### src/rtl/perceptron_pkg.sv
// perceptron_pkg: opcodes, reply codes, FSM state codes
// and the saturating add used by the learning rule.
package perceptron_pkg;

    localparam logic [7:0] OP_LOAD_W   = 8'hA0;
    localparam logic [7:0] OP_LOAD_B   = 8'hA1;
    localparam logic [7:0] OP_CLASSIFY = 8'hA2;
    localparam logic [7:0] OP_TRAIN    = 8'hA3;
    localparam logic [7:0] OP_READ_W   = 8'hA4;

    localparam logic [7:0] ACK = 8'h55;
    localparam logic [7:0] NAK = 8'hEE;

    localparam logic [3:0] S_IDLE   = 4'd0;
    localparam logic [3:0] S_RX_W   = 4'd1;
    localparam logic [3:0] S_RX_B   = 4'd2;
    localparam logic [3:0] S_RX_X   = 4'd3;
    localparam logic [3:0] S_RX_T   = 4'd4;
    localparam logic [3:0] S_MAC    = 4'd5;
    localparam logic [3:0] S_DECIDE = 4'd6;
    localparam logic [3:0] S_UPDATE = 4'd7;
    localparam logic [3:0] S_TX     = 4'd8;

    // a +/- b clamped to the signed range of a wd-bit value
    function automatic logic signed [7:0] sat_add(
        input logic signed [7:0] a,
        input logic signed [7:0] b,
        input logic              sub,
        input int                wd
    );
        logic signed [9:0] ea, eb, s, hi, lo;
        ea = {{2{a[7]}}, a};
        eb = {{2{b[7]}}, b};
        s  = sub ? ea - eb : ea + eb;
        hi = (10'sd1 <<< (wd - 1)) - 10'sd1;
        lo = -hi - 10'sd1;
        if (s > hi)      return hi[7:0];
        else if (s < lo) return lo[7:0];
        else             return s[7:0];
    endfunction

endpackage

### src/rtl/perceptron_core_if.sv
// perceptron_core_if: byte-stream command side (UART rx/tx)
// plus the status outputs of the perceptron engine.
interface perceptron_core_if;
    logic [7:0] data_in;
    logic       in;
    logic       tx_busy;
    logic [7:0] data_out;
    logic       out;
    logic       busy;
    logic       overrun;
    logic       class_out;

    modport master (
        output data_in, in, tx_busy,
        input  data_out, out, busy, overrun, class_out
    );

    modport slave (
        input  data_in, in, tx_busy,
        output data_out, out, busy, overrun, class_out
    );
endinterface

### src/rtl/perceptron_mac.sv
// perceptron_mac: one signed multiplier feeding an accumulator
// that is cleared, preloaded with the bias, or accumulates.
module perceptron_mac #(
    parameter int W     = 8,
    parameter int ACC_W = 20
) (
    input  logic                    clk,
    input  logic                    rst,
    input  logic                    clr,
    input  logic                    load,
    input  logic signed [W-1:0]     bias,
    input  logic                    en,
    input  logic signed [W-1:0]     a,
    input  logic signed [W-1:0]     b,
    output logic signed [ACC_W-1:0] acc
);

    logic signed [2*W-1:0] prod;

    assign prod = a * b;

    always_ff @(posedge clk) begin
        if (rst || clr)
            acc <= '0;
        else if (load)
            acc <= ACC_W'(bias);
        else if (en)
            acc <= acc + ACC_W'(prod);
    end

endmodule

### src/rtl/perceptron_core.sv
// perceptron_core: command FSM, weight/bias registers, learning
// rule and reply sequencing around a sequential MAC.
import perceptron_pkg::*;

module perceptron_core #(
    parameter int N_IN  = 4,
    parameter int W     = 8,
    parameter int ACC_W = 20
) (
    input logic               clk,
    input logic               rst,
    perceptron_core_if.slave  bus
);

    localparam int IW = $clog2(N_IN + 1);
    localparam logic signed [ACC_W-1:0] ACC_ZERO = '0;

    logic [3:0]          state;
    logic [IW-1:0]       idx;
    logic signed [W-1:0] w_q [N_IN];
    logic signed [W-1:0] x_q [N_IN];
    logic signed [W-1:0] b_q;
    logic                train_q, t_q, y_q;
    logic                readw_q, wait_q;
    logic [7:0]          reply_q;
    logic                overrun_q, class_q;

    logic signed [W-1:0]     din, w_sel, x_sel;
    logic signed [ACC_W-1:0] acc;
    logic signed [7:0]       upd_w, upd_b;
    logic [7:0]              tx_byte;
    logic                    last, y, busy;
    logic                    tx_fire, mac_load, mac_clr, mac_en;

    assign din  = bus.data_in[W-1:0];
    assign last = (idx == IW'(N_IN - 1));
    assign y    = (acc >= ACC_ZERO);

    always_comb begin
        w_sel = '0;
        x_sel = '0;
        for (int i = 0; i < N_IN; i++) begin
            if (idx == IW'(i)) begin
                w_sel = w_q[i];
                x_sel = x_q[i];
            end
        end
    end

    assign upd_w = sat_add(8'(w_sel), 8'(x_sel), ~t_q, W);
    assign upd_b = sat_add(8'(b_q), 8'sd1, ~t_q, W);

    // READ_W streams w[0..N-1] then the bias, all sign-extended
    assign tx_byte = !readw_q ? reply_q :
                     (idx == IW'(N_IN)) ? 8'(b_q) : 8'(w_sel);

    assign busy = (state == S_MAC) || (state == S_DECIDE) ||
                  (state == S_UPDATE) || (state == S_TX);

    assign tx_fire  = (state == S_TX) && !wait_q && !bus.tx_busy;
    assign mac_clr  = (state == S_IDLE);
    assign mac_en   = (state == S_MAC);
    assign mac_load = bus.in &&
                      ((state == S_RX_X && last && !train_q) ||
                       state == S_RX_T);

    assign bus.out       = tx_fire;
    assign bus.data_out  = tx_fire ? tx_byte : 8'h00;
    assign bus.busy      = busy;
    assign bus.overrun   = overrun_q;
    assign bus.class_out = class_q;

    perceptron_mac #(.W(W), .ACC_W(ACC_W)) u_mac (
        .clk  (clk),
        .rst  (rst),
        .clr  (mac_clr),
        .load (mac_load),
        .bias (b_q),
        .en   (mac_en),
        .a    (w_sel),
        .b    (x_sel),
        .acc  (acc)
    );

    always_ff @(posedge clk) begin
        if (rst) begin
            state     <= S_IDLE;
            idx       <= '0;
            b_q       <= '0;
            train_q   <= 1'b0;
            t_q       <= 1'b0;
            y_q       <= 1'b0;
            readw_q   <= 1'b0;
            wait_q    <= 1'b0;
            reply_q   <= '0;
            overrun_q <= 1'b0;
            class_q   <= 1'b0;
            for (int i = 0; i < N_IN; i++) begin
                w_q[i] <= '0;
                x_q[i] <= '0;
            end
        end else begin
            // the UART raises busy one cycle after a request
            wait_q <= tx_fire;
            if (bus.in && busy)
                overrun_q <= 1'b1;
            case (state)
                S_IDLE: if (bus.in) begin
                    idx     <= '0;
                    readw_q <= 1'b0;
                    case (bus.data_in)
                        OP_LOAD_W: state <= S_RX_W;
                        OP_LOAD_B: state <= S_RX_B;
                        OP_CLASSIFY: begin
                            train_q <= 1'b0;
                            state   <= S_RX_X;
                        end
                        OP_TRAIN: begin
                            train_q <= 1'b1;
                            state   <= S_RX_X;
                        end
                        OP_READ_W: begin
                            readw_q <= 1'b1;
                            state   <= S_TX;
                        end
                        default: begin
                            reply_q <= NAK;
                            state   <= S_TX;
                        end
                    endcase
                end
                S_RX_W: if (bus.in) begin
                    for (int i = 0; i < N_IN; i++)
                        if (idx == IW'(i)) w_q[i] <= din;
                    if (last) begin
                        idx     <= '0;
                        reply_q <= ACK;
                        state   <= S_TX;
                    end else begin
                        idx <= idx + IW'(1);
                    end
                end
                S_RX_B: if (bus.in) begin
                    b_q     <= din;
                    reply_q <= ACK;
                    state   <= S_TX;
                end
                S_RX_X: if (bus.in) begin
                    for (int i = 0; i < N_IN; i++)
                        if (idx == IW'(i)) x_q[i] <= din;
                    if (last) begin
                        idx   <= '0;
                        state <= train_q ? S_RX_T : S_MAC;
                    end else begin
                        idx <= idx + IW'(1);
                    end
                end
                S_RX_T: if (bus.in) begin
                    t_q   <= bus.data_in[0];
                    state <= S_MAC;
                end
                S_MAC: begin
                    if (last) begin
                        idx   <= '0;
                        state <= S_DECIDE;
                    end else begin
                        idx <= idx + IW'(1);
                    end
                end
                S_DECIDE: begin
                    class_q <= y;
                    y_q     <= y;
                    if (train_q && (y != t_q)) begin
                        state <= S_UPDATE;
                    end else begin
                        reply_q <= {6'b0, 1'b0, y};
                        state   <= S_TX;
                    end
                end
                S_UPDATE: begin
                    if (idx == IW'(N_IN)) begin
                        b_q     <= W'(upd_b);
                        reply_q <= {6'b0, 1'b1, y_q};
                        idx     <= '0;
                        state   <= S_TX;
                    end else begin
                        for (int i = 0; i < N_IN; i++)
                            if (idx == IW'(i)) w_q[i] <= W'(upd_w);
                        idx <= idx + IW'(1);
                    end
                end
                S_TX: if (tx_fire) begin
                    if (!readw_q || idx == IW'(N_IN)) begin
                        idx   <= '0;
                        state <= S_IDLE;
                    end else begin
                        idx <= idx + IW'(1);
                    end
                end
                default: state <= S_IDLE;
            endcase
        end
    end

endmodule

### src/flat_wrapper.sv
// flat-port wrapper written by rule: the top's interface ports become plain ports
module perceptron_core_flat 
#(
    parameter int N_IN  = 4,
    parameter int W     = 8,
    parameter int ACC_W = 20
)
  (clk, rst, bus_data_in, bus_in, bus_tx_busy, bus_data_out, bus_out, bus_busy, bus_overrun, bus_class_out);
  perceptron_core_if bus_i ();
  input logic clk;
  input logic rst;
  input wire logic [$bits(bus_i.data_in)-1:0] bus_data_in;
  input wire logic [$bits(bus_i.in)-1:0] bus_in;
  input wire logic [$bits(bus_i.tx_busy)-1:0] bus_tx_busy;
  output wire logic [$bits(bus_i.data_out)-1:0] bus_data_out;
  output wire logic [$bits(bus_i.out)-1:0] bus_out;
  output wire logic [$bits(bus_i.busy)-1:0] bus_busy;
  output wire logic [$bits(bus_i.overrun)-1:0] bus_overrun;
  output wire logic [$bits(bus_i.class_out)-1:0] bus_class_out;
  assign bus_i.data_in = bus_data_in;
  assign bus_i.in = bus_in;
  assign bus_i.tx_busy = bus_tx_busy;
  assign bus_data_out = bus_i.data_out;
  assign bus_out = bus_i.out;
  assign bus_busy = bus_i.busy;
  assign bus_overrun = bus_i.overrun;
  assign bus_class_out = bus_i.class_out;
  perceptron_core #(.N_IN(N_IN), .W(W), .ACC_W(ACC_W)) u_core (.clk(clk), .rst(rst), .bus(bus_i));
endmodule
### config.mk
export PLATFORM = sky130hd
export DESIGN_NAME = perceptron_core_flat
export DESIGN_NICKNAME = d
export VERILOG_FILES = /design/src/rtl/perceptron_pkg.sv /design/src/rtl/perceptron_core_if.sv /design/src/rtl/perceptron_mac.sv /design/src/rtl/perceptron_core.sv /design/src/flat_wrapper.sv
export SDC_FILE = /design/constraint.sdc
export NUM_CORES = 1
export LEC_CHECK = 0
export CAP_MARGIN = 0
export CORE_MARGIN = 2
export CORE_UTILIZATION = 58
export DETAILED_ROUTE_END_ITERATION = 10
export PLACE_DENSITY = 0.86
export REMOVE_ABC_BUFFERS = 1
export SLEW_MARGIN = 40
export SYNTH_ARGS = -nofsm -noshare
export SYNTH_HDL_FRONTEND = slang
export SYNTH_SLANG_ARGS = --single-unit
### constraint.sdc
create_clock -name clk -period 7.1 [get_ports clk]
set_input_delay 1.42 -clock clk [delete_from_list [all_inputs] [get_ports clk]]
set_output_delay 1.42 -clock clk [all_outputs]
set_load 0.01 [all_outputs]
### Yosys cells after proc, flatten, opt, wreduce, memory -nomap -nowiden

Memories as Yosys holds them, arrays and structs flattened.
Cells that the tools add are included.

| storage, ports and cells | value |
|---|---|
| flip-flop bits (word level) | 49 |
| RAM bits | 64 |
| output and inout bits | 12 |
| memories | 2 |

Memory list:

| name | depth | width | read ports | clocked after Yosys merged registers in | write ports | RTL line | text |
|---|---|---|---|---|---|---|---|
| u_core.w_q | 4 | 8 | 4 | 0 | 4 | perceptron_core.sv:20 | `logic signed [W-1:0] w_q [N_IN];` |
| u_core.x_q | 4 | 8 | 4 | 0 | 4 | perceptron_core.sv:21 | `logic signed [W-1:0] x_q [N_IN];` |

| cells by class | value |
|---|---|
| add/sub/neg operators | 6 |
| multipliers | 1 |
| magnitude comparators | 5 |
| equality and inequality tests | 32 |
| mux-type cells | 116 |
| bitwise gates (word level) | 12 |
| reduce and logical (&&, ||, !) cells | 34 |

Operators by type and width:

| kind | count |
|---|---|
| two-way mux 8 bit | 36 |
| two-way mux 1 bit | 52 |
| two-way mux 4 bit | 12 |
| == test 8 bit, second input constant | 5 |
| two-way mux 20 bit | 2 |
| case mux 8 bit (5 select lines) | 1 |
| case mux 4 bit (9 select lines) | 1 |
| adder 20 x 16 -> 20 bit | 1 |
| >= comparator 20 x 1 -> 1 bit, second input constant | 1 |
| greater-than comparator 10 x 8 -> 1 bit, second input constant | 2 |
| < comparator 10 x 8 -> 1 bit, second input constant | 2 |
| two-way mux 10 bit | 2 |
| two-way mux 3 bit | 6 |
| != test 2 bit, second input constant | 9 |
| == test 4 x 3 -> 1 bit, second input constant | 4 |
| multiplier 8 x 8 -> 16 bit | 1 |
| case mux 8 bit (2 select lines) | 1 |
| case mux 3 bit (5 select lines) | 1 |
| bitwise OR 1 bit | 12 |
| case mux 4 bit (3 select lines) | 1 |
| AND reduction 11 bit | 1 |
| != test 2 x 1 -> 1 bit, second input constant | 5 |
| nonzero test 5 bit | 2 |
| adder 8 x 2 -> 9 bit, second input constant | 1 |
| other kinds (24) | 45 |

### Logic depth before layout (Yosys ltp)

Gate-level depths: netlist (run 1).

| depth | value |
|---|---|
| depth after elaboration | 11 |
| depth in mapped cells | 28 |
| gate-level depth less buffers | 26 |

### Hierarchy

A second synthesis (run 1) with hierarchy kept.

| second synthesis, totals | value |
|---|---|
| cell total of the unflattened synthesis | 1213 |
| area total of the unflattened synthesis | 10844.2 µm² |

By module, submodules not included:

| module | times used | cells each | area an instance (µm²) | seq. area each (µm²) |
|---|---|---|---|---|
| perceptron_core | 1 | 730 | 6338.6 | 2442.3 |
| perceptron_mac | 1 | 483 | 4505.6 | 400.4 |

### Worst setup path before layout (run 1)

OpenSTA, ideal clock, no wires.

| path | value |
|---|---|
| path kind | flip-flop to flip-flop |
| start point | register u_core.idx[2] |
| end point | register u_core.u_mac.acc[18] |
| library setup time | 0.086 ns |
| arrival time | 6.987 ns |
| required time | 7.014 ns |
| setup slack | 0.027 ns |
| stages on the path, launching flop included | 25 |
| path buffers | 3 |
| cells stage by stage | dfxtp_1 > buf_4 > clkinv_1 > ha_1 > buf_4 > or2_1 > buf_6 > o21ai_1 > inv_1 > nor2_1 > inv_1 > fa_1 > inv_1 > fa_1 > fa_1 > fa_1 > fa_1 > ha_1 > nor2_1 > a21boi_0 > o31ai_1 > a221oi_1 > a21oi_1 > xnor2_1 > a211oi_1 |

| on the way | value |
|---|---|
| word-level cells in the longest chain between the ends | 9 |
| elaborated cells on any way between the ends | 21 |
| classes of those cells | add/sub (1); mul (1); eq/ne (3); mux (10); reduce/logical (6) |

RTL lines:

| what | RTL line | text |
|---|---|---|
| from (decl) | perceptron_core.sv:19 | `logic [IW-1:0] idx;` |
| from (signal assigned) | perceptron_core.sv:140 | `idx <= idx + IW'(1);` |
| from (signal assigned) | perceptron_core.sv:155 | `idx <= idx + IW'(1);` |
| from (signal assigned) | perceptron_core.sv:167 | `idx <= idx + IW'(1);` |
| zero test 3 bit | perceptron_core.sv:43 | `if (idx == IW'(i)) begin` |
| two-way mux 8 bit (4 in series) | perceptron_core.sv:43 |  |
| multiplier 8 x 8 -> 16 bit | perceptron_mac.sv:20 | `assign prod = a * b;` |
| adder 20 x 16 -> 20 bit | perceptron_mac.sv:28 | `acc <= acc + ACC_W'(prod);` |
| two-way mux 20 bit | perceptron_mac.sv:27 | `else if (en)` |
| two-way mux 20 bit | perceptron_mac.sv:25 | `else if (load)` |
| to (signal assigned) | perceptron_mac.sv:26 | `acc <= ACC_W'(bias);` |
| to (signal assigned) | perceptron_mac.sv:28 |  |
| to (decl) | perceptron_mac.sv:15 | `output logic signed [ACC_W-1:0] acc` |

Parallel ways exist; a longest one is shown, timed or not. The select of a mux whose other input is x is not followed.
A chain may end at the register's enable or synchronous reset.

### Worst setup path in the final report (run 1)

Same ends and word-level chain as after synthesis.

==> impl_metrics.yaml, run 1 <==
placed_design:
  place_area_um2: 11700
  place_congestion: 0.971
  port_buffers: 23
  dp_hpwl_um: 22200
global_route:
  grt_max_degree: 50
  grt_pass1_vias: 9307
  grt_overflow: 0
  grt_antenna_before_repair: 0
  grt.total_usage_pct: 30.1
  grt_pass1_wl_um: 47900
sta:
  fin_crit_ns: 6.75
  rsz0062_at_grt: "false"
  slew_viol_final: 0
  period_share_pct: 95.1
  hold_viol: 0
  slew_headroom_pct: 44.7
  fin_setup_tns_ns: 0
  finalSetupViolations: 0
  skew_ns: 0.0104
  fmax_ghz: 0.148
  tightest_slew_ns: 0.822
detailed_routing:
  dr.pass1.iters: 6
  wl_um: 30100
  drt_iter0_markers: 964
  drc: 0
  routed_via_density: 6.33
  met1Wirelength_um: 11800
  wl_met2_um: 14300
  top_layer_used: "met4"
  wl_met3_um: 2950
  antenna_left: 0
  vias: 9755
  drt-wirelength-per-cell_um: 19.6
cells_and_area:
  layout.nets: 1445
  drive_above_1_share_pct: 6.80
  syn_to_final_growth_pct: 7.01
  diodes: 0
  final_common_cell: "nor2_1"
  fin_area_um2: 12000
  final_cell_mix: "nor2_1 (138), inv_1 (124), nand2_1 (124), fa_1 (90), a21oi_1 (78)"
yosys:
  yosys_warnings: 0
  yosys.cell_types.count: 79
  synthArstFlopShare_pct: 0
  ys_ff_latch: 110
  syn_area_um2: 11200
  synthFlopType: "edfxtp_1"
  synth_edf_count: 64
  syn_inst: 1287
  yosysSeqAreaShare_pct: 25.4
  synth_area_per_cell_um2: 8.71
run:
  max-cap-violations: 0
clock_tree:
  cts_tree: "yes"
  cts_made_buffers: 9
  root_buffer: "clkbuf_16"
  cts.sinks: 110
  post_cts_buffers: 0
  clock_latency_ns: 0.36
  cts_buffer_depth: 2
  h-tree-depth: 3
  hold_buffers: 0
  clk_pin_slew_ns: 0.08
  post_cts_resized: 0
setup_path:
  cp_common_cell: "fa_1"
  path_buf_inv: 6
  cp_cell_sequence: "buf_4 -> clkinv_1 -> ha_1 -> or2_1 -> a221oi_2 -> a21oi_1 -> buf_4 -> or2_2 -> inv_1 -> fa_1 -> inv_1 -> fa_1 -> fa_1 -> inv_1 -> fa_1 -> ha_1 -> ha_1 -> and4_1 -> a221oi_1 -> a21oi_1 -> xnor2_1 -> a211oi_1"
  crit_fanout: 14
  reg2regPathDepth: 22
  crit_path_end_kind: "flop"
  crit_family: "adder cells"
  worstPathArrival_ns: 7.04
  slowest_stage: "fa_1"
  worstPathRequired_ns: 7.38
  slowest_delay_ns: 0.61
  crit_type: "flop to flop"
  critPathLaunchType: "flop"
  cp_num_cells: 22
power:
  power.leakage_nw: 4.91
  powerDensity_nw_per_um2: 160
  ir_drop_v: 0.000139
floorplan:
  initial_utilization_pct: 59.5
  core_um2: 18800
  die_w_um: 143
  die_h_um: 143
  ios: 24
  rows: 50
  die_area_um2: 20400
min_path:
  holdPathStages: 2
  hp-class: "flop to flop"
run_status:
  status: "finished clean"
-- cell families (layout without fill, tap and decap cells) --
kind of cell               after synthesis  after routing  share of synthesized area [%]
xor gates and xnor gates                42             42                           3.58
AOI/OAI and AO/OA                      311            311                           19.6
adders and majority gates              160            160                           23.9
DFF                                    110            110                           25.4
buffers and inverters                  206            199                           7.53
muxes                                   12             12                           1.08
and+or+nand+nor                        446            446                           19.0
-- through the flow --
| stage | std cells | hold slack [ns] | utilization (%) | worst slack, ns | power (mW) |
|---|---|---|---|---|---|
| after floorplan | 1206 | 0.453 | - | -0.276 | 1.21 |
| after global placement | 1523 | 0.454 | 61.8 | 0.533 | 1.38 |
| after global routing | 1540 | 0.527 | 63.7 | 0.00970 | 2.01 |
| after CTS | 1540 | 0.493 | 63.4 | 0.278 | 1.90 |
| after detailed placement | 1524 | 0.469 | 62.0 | 0.394 | 1.41 |
| final | 1540 | 0.486 | 63.7 | 0.345 | 1.92 |
-- worst paths after layout --
| path | start | end | slack (ns) |
|---|---|---|---|
| worst min register to register | u_core.bus.overrun | u_core.bus.overrun | 0.49 |
| worst min-delay path | u_core.bus.overrun | u_core.bus.overrun | 0.49 |
| worst max register to register | u_core.idx[2] | u_core.u_mac.acc[18] | 0.35 |
| worst max-delay path | u_core.idx[2] | u_core.u_mac.acc[18] | 0.35 |
-- cell type report --
cell class | count | area (um2)
Clock buffer | 9 | 225
Tap cell | 260 | 325
Fill cell | 1470 | 6840
Inverter | 125 | 469
Timing Repair Buffer | 58 | 497
Multi-Input combinational cell | 971 | 7580
Clock inverter | 7 | 45.0
Sequential cell | 110 | 2840
-- synthesized netlist by cell type (all sizes together), types with 6 or more instances --
library cell  count  area share, %
nor3b             6           0.40
nor2b            13           0.73
nand2           125            4.2
nor4             26            1.7
o21bai            7           0.47
nand3b            8           0.54
or2               6           0.33
edfxtp           64             17
a21oi            81            3.7
o31ai            12           0.80
and3              7           0.39
buf              28            1.6
xnor2            30            2.4
inv             124            4.2
and2             39            2.2
o21a              6           0.40
nor3             35            1.6
a22o              9           0.70
a211oi           47            3.2
a221oi           18            1.5
ha               68            7.6
xor2             12            1.2
a31oi            19            1.1
nand3            16           0.71
o21ai            57            2.5
o211ai           10           0.67
nor2            140            4.7
clkbuf           53            1.8
mux2i            11           0.98
a21o              8           0.54
fa               90             16
nand2b           15           0.84
dfxtp            46            8.2
-- where the power goes --
part           internal, mW  leakage (nW)  switching [mW]
Sequential            0.687          1.03         0.00775
Clock                 0.239         0.131           0.252
Combinational         0.266          3.75           0.463
Total                  1.19          4.91           0.723
-- registers in the layout (all words and copies together) (netlist names) --
register and count:
u_core.state 4, u_core.x_q 32, u_core.readw_q 1, u_core.u_mac.acc 20, u_core.train_q 1, u_core.y_q 1, u_core.w_q 32, u_core.wait_q 1
u_core.t_q 1, u_core.idx 3, u_core.reply_q 5, u_core.bus.overrun 1, u_core.b_q 8
-- routing by layer --
metal / up-vias / track usage (%)
li1: 4448 / -
met1: 4637 / 40.0
met2: 569 / 49.5
met3: 101 / 4.73
met4: 0 / 11.7
met5: - / 0
-- worst register-to-register path, cell delays in order (launching register included) --
cell and delay, ns:
dfxtp_1 0.31, buf_4 0.17, clkinv_1 0.10, ha_1 0.41
or2_1 0.43, a221oi_2 0.31, a21oi_1 0.07, buf_4 0.19
or2_2 0.34, inv_1 0.09, fa_1 0.46, inv_1 0.24
fa_1 0.55, fa_1 0.61, inv_1 0.10, fa_1 0.50
ha_1 0.32, ha_1 0.36, and4_1 0.18, a221oi_1 0.41
a21oi_1 0.15, xnor2_1 0.14, a211oi_1 0.21
Note: power is estimated with default switching activity, not from simulation.
==> run 2: changes to the inputs <==
--- a/config.mk
+++ b/config.mk
@@ -11,6 +11,7 @@
 export DETAILED_ROUTE_END_ITERATION = 10
 export PLACE_DENSITY = 0.86
 export REMOVE_ABC_BUFFERS = 1
+export SETUP_SLACK_MARGIN = 0.15
 export SLEW_MARGIN = 40
 export SYNTH_ARGS = -nofsm -noshare
 export SYNTH_HDL_FRONTEND = slang
==> impl_metrics.yaml, run 2 (synthesis results as in run 1) <==
cells_and_area:
  diodes: 0
  final_cell_mix: "nor2_1 (136), inv_1 (124), nand2_1 (124), fa_1 (90), a21oi_1 (78)"
  fin_area_um2: 12000
  multi_input_comb_area_um2: 7600
  layout.nets: 1445
  final_common_cell: "nor2_1"
  syn_to_final_growth_pct: 7.14
  drive_above_1_share_pct: 7.11
  fill_cells: 1466
  register_area_um2: 2840
  top_regs: "u_core.w_q: 32 flops, u_core.x_q: 32 flops, u_core.u_mac.acc: 20 flops"
sta:
  tightest_slew_ns: 0.819
  skew_ns: 0.0103
  setup_ws_ns: 0.477
  fin_crit_ns: 6.62
  fmax_ghz: 0.151
  period_share_pct: 93.3
  rsz0062_at_grt: "false"
  slew_headroom_pct: 45.3
  slew_viol_final: 0
  hold_viol: 0
  finalSetupViolations: 0
power:
  totalPowerFinal_mw: 1.92
  p_int_mw: 1.19
  powerDensity_nw_per_um2: 160
  sw_frac_of_total_pct: 37.8
  power.leakage_nw: 4.92
  p_comb_share_pct: 38.3
  switchingPower_mw: 0.727
  seqPwrFrac_pct: 36.2
  p_clk_share_pct: 25.5
  ir_drop_v: 0.000138
floorplan:
  die_h_um: 143
  die_area_um2: 20400
  initial_utilization_pct: 59.5
  core_um2: 18800
  rows: 50
  ios: 24
  die_w_um: 143
run_status:
  status: "finished clean"
clock_tree:
  cts_tree: "yes"
  cts.sinks: 110
  h-tree-depth: 3
  clk_pin_slew_ns: 0.08
  clock_latency_ns: 0.37
  root_buffer: "clkbuf_16"
  post_cts_buffers: 0
  cts_buffer_depth: 2
  cts_made_buffers: 9
global_route:
  grt.total_usage_pct: 30.1
  grt_pass1_vias: 9307
  grt_overflow: 0
  grt_pass1_wl_um: 47900
  grt_max_degree: 50
  grt_antenna_before_repair: 0
min_path:
  hp-class: "flop to flop"
  hp-start: "u_core.bus.overrun"
placed_design:
  dp_slack_ns: 0.394
  port_buffers: 23
  dp_hpwl_um: 22200
  place_congestion: 0.971
  place_area_um2: 11700
detailed_routing:
  drt_iter0_markers: 1152
  drc: 0
  drt-wirelength-per-cell_um: 19.7
  antenna_left: 0
  vias: 9766
  wl_um: 30300
  dr.pass1.iters: 6
  routed_via_density: 6.34
setup_path:
  rrSetupSlack_ns: 0.48
  cp-startpoint: "u_core.idx[1]"
  worstPathRequired_ns: 7.38
  worstPathArrival_ns: 6.91
  critPathLaunchType: "flop"
  r2r-start: "u_core.idx[1]"
  crit_type: "flop to flop"
  crit_path_end_kind: "flop"
  crit_fanout: 29
run:
  max-cap-violations: 0
-- run 2: repair_timing --
action	CTS	global route
setup endpoints to repair	0	5
gates resized for setup	0	9
hold buffers	0	0
-- run 2: area by class of cell --
class | instances | share of cell area [%]
flip-flops and latches | 110 | 23.7
multi-input cells | 971 | 63.3
clock buffers | 9 | 1.88
inverters | 125 | 3.91
clock inverters | 7 | 0.375
repair buffers | 58 | 4.14
well taps | 260 | 2.71
-- run 2: worst max-delay path: stages, from the launching register on --
cell      delay (ns)
dfxtp_1         0.35
inv_1           0.09
ha_1            0.15
buf_4           0.27
inv_1           0.20
and3_1          0.22
a21oi_1         0.19
o21ai_0         0.12
a22oi_1         0.22
inv_1           0.18
nand2_1         0.13
fa_1            0.41
inv_1           0.09
fa_1            0.44
ha_1            0.30
inv_1           0.06
fa_1            0.53
inv_1           0.05
ha_1            0.30
ha_1            0.25
fa_1            0.43
a21o_1          0.22
a21boi_0        0.28
o31ai_1         0.23
a221oi_2        0.35
a21oi_1         0.14
xnor2_1         0.13
a211oi_1        0.21
-- run 2: routing by layer --
layer / vias to the layer above / track usage, % / routed length [um]
li1: 4452 / - / -
met1: 4624 / 40.0 / 11700
met2: 574 / 49.5 / 14400
met3: 116 / 4.73 / 2980
met4: 0 / 11.7 / 1220
met5: - / 0 / 0
-- run 2: power by group through the flow --
stage | combinational [mW] | sequential (mW) | clock (mW)
6_report | 0.735 | 0.695 | 0.490
5_1_grt | 0.804 | 0.697 | 0.510
4_1_cts | 0.717 | 0.695 | 0.489
3_5_place_dp | 0.704 | 0.710 | 0
3_3_place_gp | 0.672 | 0.709 | 0
2_1_floorplan | 0.506 | 0.707 | 0
-- run 2: worst paths after layout --
| path | depth (start not counted) | end |
|---|---|---|
| max | 27 | u_core.u_mac.acc[18] |
| min | 2 | u_core.bus.overrun |
| max reg2reg | 27 | u_core.u_mac.acc[18] |
| min reg2reg | 2 | u_core.bus.overrun |
-- run 2: stage by stage --
step	utilization (%)	std cells	hold WS (ns)	TNS, ns
detailed placement	62.0	1524	0.469	0
global route	63.7	1540	0.527	0
CTS	63.4	1540	0.493	0
floorplan	-	1206	0.453	-0.865
global placement	61.8	1523	0.454	0
finish	63.7	1540	0.486	0
==> run 3: changes to the inputs <==
--- a/config.mk
+++ b/config.mk
@@ -5,12 +5,12 @@
 export SDC_FILE = /design/constraint.sdc
 export NUM_CORES = 1
 export LEC_CHECK = 0
+export ABC_AREA = 0
 export CAP_MARGIN = 0
 export CORE_MARGIN = 2
 export CORE_UTILIZATION = 58
 export DETAILED_ROUTE_END_ITERATION = 10
 export PLACE_DENSITY = 0.86
-export REMOVE_ABC_BUFFERS = 1
 export SETUP_SLACK_MARGIN = 0.15
 export SLEW_MARGIN = 40
 export SYNTH_ARGS = -nofsm -noshare
==> impl_metrics.yaml, run 3 (synthesis results as in run 1) <==
cells_and_area:
  layout.nets: 1445
  final_common_cell: "nor2_1"
  drive_above_1_share_pct: 7.19
  final_cell_mix: "nor2_1 (136), inv_1 (124), nand2_1 (124), fa_1 (90), a21oi_1 (78)"
  diodes: 0
  syn_to_final_growth_pct: 7.08
  top_regs: "u_core.w_q: 32 flops, u_core.x_q: 32 flops, u_core.u_mac.acc: 20 flops"
clock_tree:
  root_buffer: "clkbuf_16"
  h-tree-depth: 3
  clock_latency_ns: 0.38
  cts_made_buffers: 9
  cts.sinks: 110
  clk_pin_slew_ns: 0.09
  cts_tree: "yes"
  cts_buffer_depth: 2
run:
  max-cap-violations: 0
power:
  totalPowerFinal_mw: 1.96
  power.leakage_nw: 4.93
  ir_drop_v: 0.000124
  powerDensity_nw_per_um2: 163
sta:
  skew_ns: 0.0237
  finalSetupViolations: 0
  slew_viol_final: 0
  hold_viol: 0
  fin_crit_ns: 6.64
  period_share_pct: 93.6
  fin_setup_tns_ns: 0
  fmax_ghz: 0.151
  rsz0062_at_grt: "false"
  slew_headroom_pct: 41.3
  tightest_slew_ns: 0.872
yosys:
  synth_fp_nets: 1457
global_route:
  grt_pass1_wl_um: 49800
  grt_overflow: 0
  grt_max_degree: 50
  grt.total_usage_pct: 31.7
  grt_pass1_vias: 9664
  grt_antenna_before_repair: 0
setup_path:
  crit_fanout: 27
  worstPathArrival_ns: 6.93
  crit_path_end_kind: "flop"
  worstPathRequired_ns: 7.38
  crit_type: "flop to flop"
  critPathLaunchType: "flop"
detailed_routing:
  routed_via_density: 6.36
  drc: 0
  antenna_left: 0
  vias: 9801
  wl_um: 31700
  dr.pass1.iters: 6
  drt-wirelength-per-cell_um: 20.6
  drt_iter0_markers: 789
floorplan:
  core_um2: 18800
  die_area_um2: 20400
  ios: 24
  initial_utilization_pct: 59.5
  die_w_um: 143
  rows: 50
  die_h_um: 143
min_path:
  hp-class: "flop to flop"
run_status:
  status: "finished clean"
placed_design:
  port_buffers: 23
  place_congestion: 0.976
  dp_hpwl_um: 23600
[run 3: cell types whose count changed in the layout (fill, tap and decap cells not counted), moves of 2 or more]
cell / before / now
clkinv_8: 0 / 2
a221oi_1: 14 / 16
inv_8: 1 / 3
buf_4: 34 / 36
a221oi_4: 2 / 0
clkinv_1: 4 / 1
[run 3: layout make-up]
cell class / instances / area, um2
flip-flops and latches: 110 / 2840
inverters: 125 / 469
repair buffers: 58 / 490
well taps: 260 / 325
fillers: 1483 / 6830
clock inverters: 7 / 80.1
multi-input cells: 971 / 7560
clock buffers: 9 / 225
[run 3: timing repair]
item | 4_1_cts | 5_1_grt
setup endpoints to repair | 0 | 3
buffers inserted | 0 | 0
resized for setup | 0 | 2
hold buffers | 0 | 0
[run 3: through the flow]
step | setup slack [ns] | hold slack, ns | instances | utilization [%] | instance area, um2
after floorplan | 0.303 | 0.453 | 1287 | - | 11200
after global placement | 0.604 | 0.455 | 1523 | 61.8 | 11600
after detailed placement | 0.357 | 0.467 | 1524 | 61.9 | 11700
after CTS | 0.299 | 0.486 | 1540 | 63.5 | 12000
after global routing | 0.152 | 0.536 | 1540 | 63.7 | 12000
final | 0.456 | 0.483 | 1540 | 63.7 | 12000
[run 3: worst paths after layout]
check | start | endpoint | cells past startpoint | slack (ns)
setup / recovery | u_core.idx[0] | u_core.u_mac.acc[18] | 24 | 0.46
hold / removal | u_core.bus.overrun | u_core.bus.overrun | 2 | 0.48
setup reg to reg | u_core.idx[0] | u_core.u_mac.acc[18] | 24 | 0.46
hold reg to reg | u_core.bus.overrun | u_core.bus.overrun | 2 | 0.48
[run 3: per-layer routing]
| metal | GRT usage, % | wire length [um] | up-vias |
|---|---|---|---|
| li1 | - | - | 4451 |
| met1 | 40.0 | 11900 | 4618 |
| met2 | 51.8 | 14800 | 574 |
| met3 | 5.20 | 2970 | 158 |
| met4 | 18.1 | 1930 | 0 |
| met5 | 0 | 0 | - |
[run 3: power by group]
| group | internal, mW | total (mW) | switching, mW |
|---|---|---|---|
| Clock | 0.253 | 0.531 | 0.278 |
| Sequential | 0.687 | 0.696 | 0.00810 |
| Combinational | 0.264 | 0.733 | 0.469 |
| Total | 1.20 | 1.96 | 0.755 |
[run 3: worst max-delay path, cell delays in order (launching register included)]
cell	delay (ns)
dfxtp_1	0.36
ha_1	0.25
ha_1	0.23
buf_4	0.24
nor2_1	0.12
buf_4	0.19
a22o_1	0.39
nand2_1	0.15
fa_1	0.54
inv_1	0.06
fa_1	0.47
ha_1	0.29
inv_1	0.05
fa_1	0.53
inv_1	0.04
ha_1	0.28
ha_1	0.25
fa_1	0.42
a21o_1	0.22
a21boi_0	0.31
o31ai_1	0.21
a221oi_1	0.42
a21oi_1	0.14
xnor2_1	0.14
a211oi_1	0.21
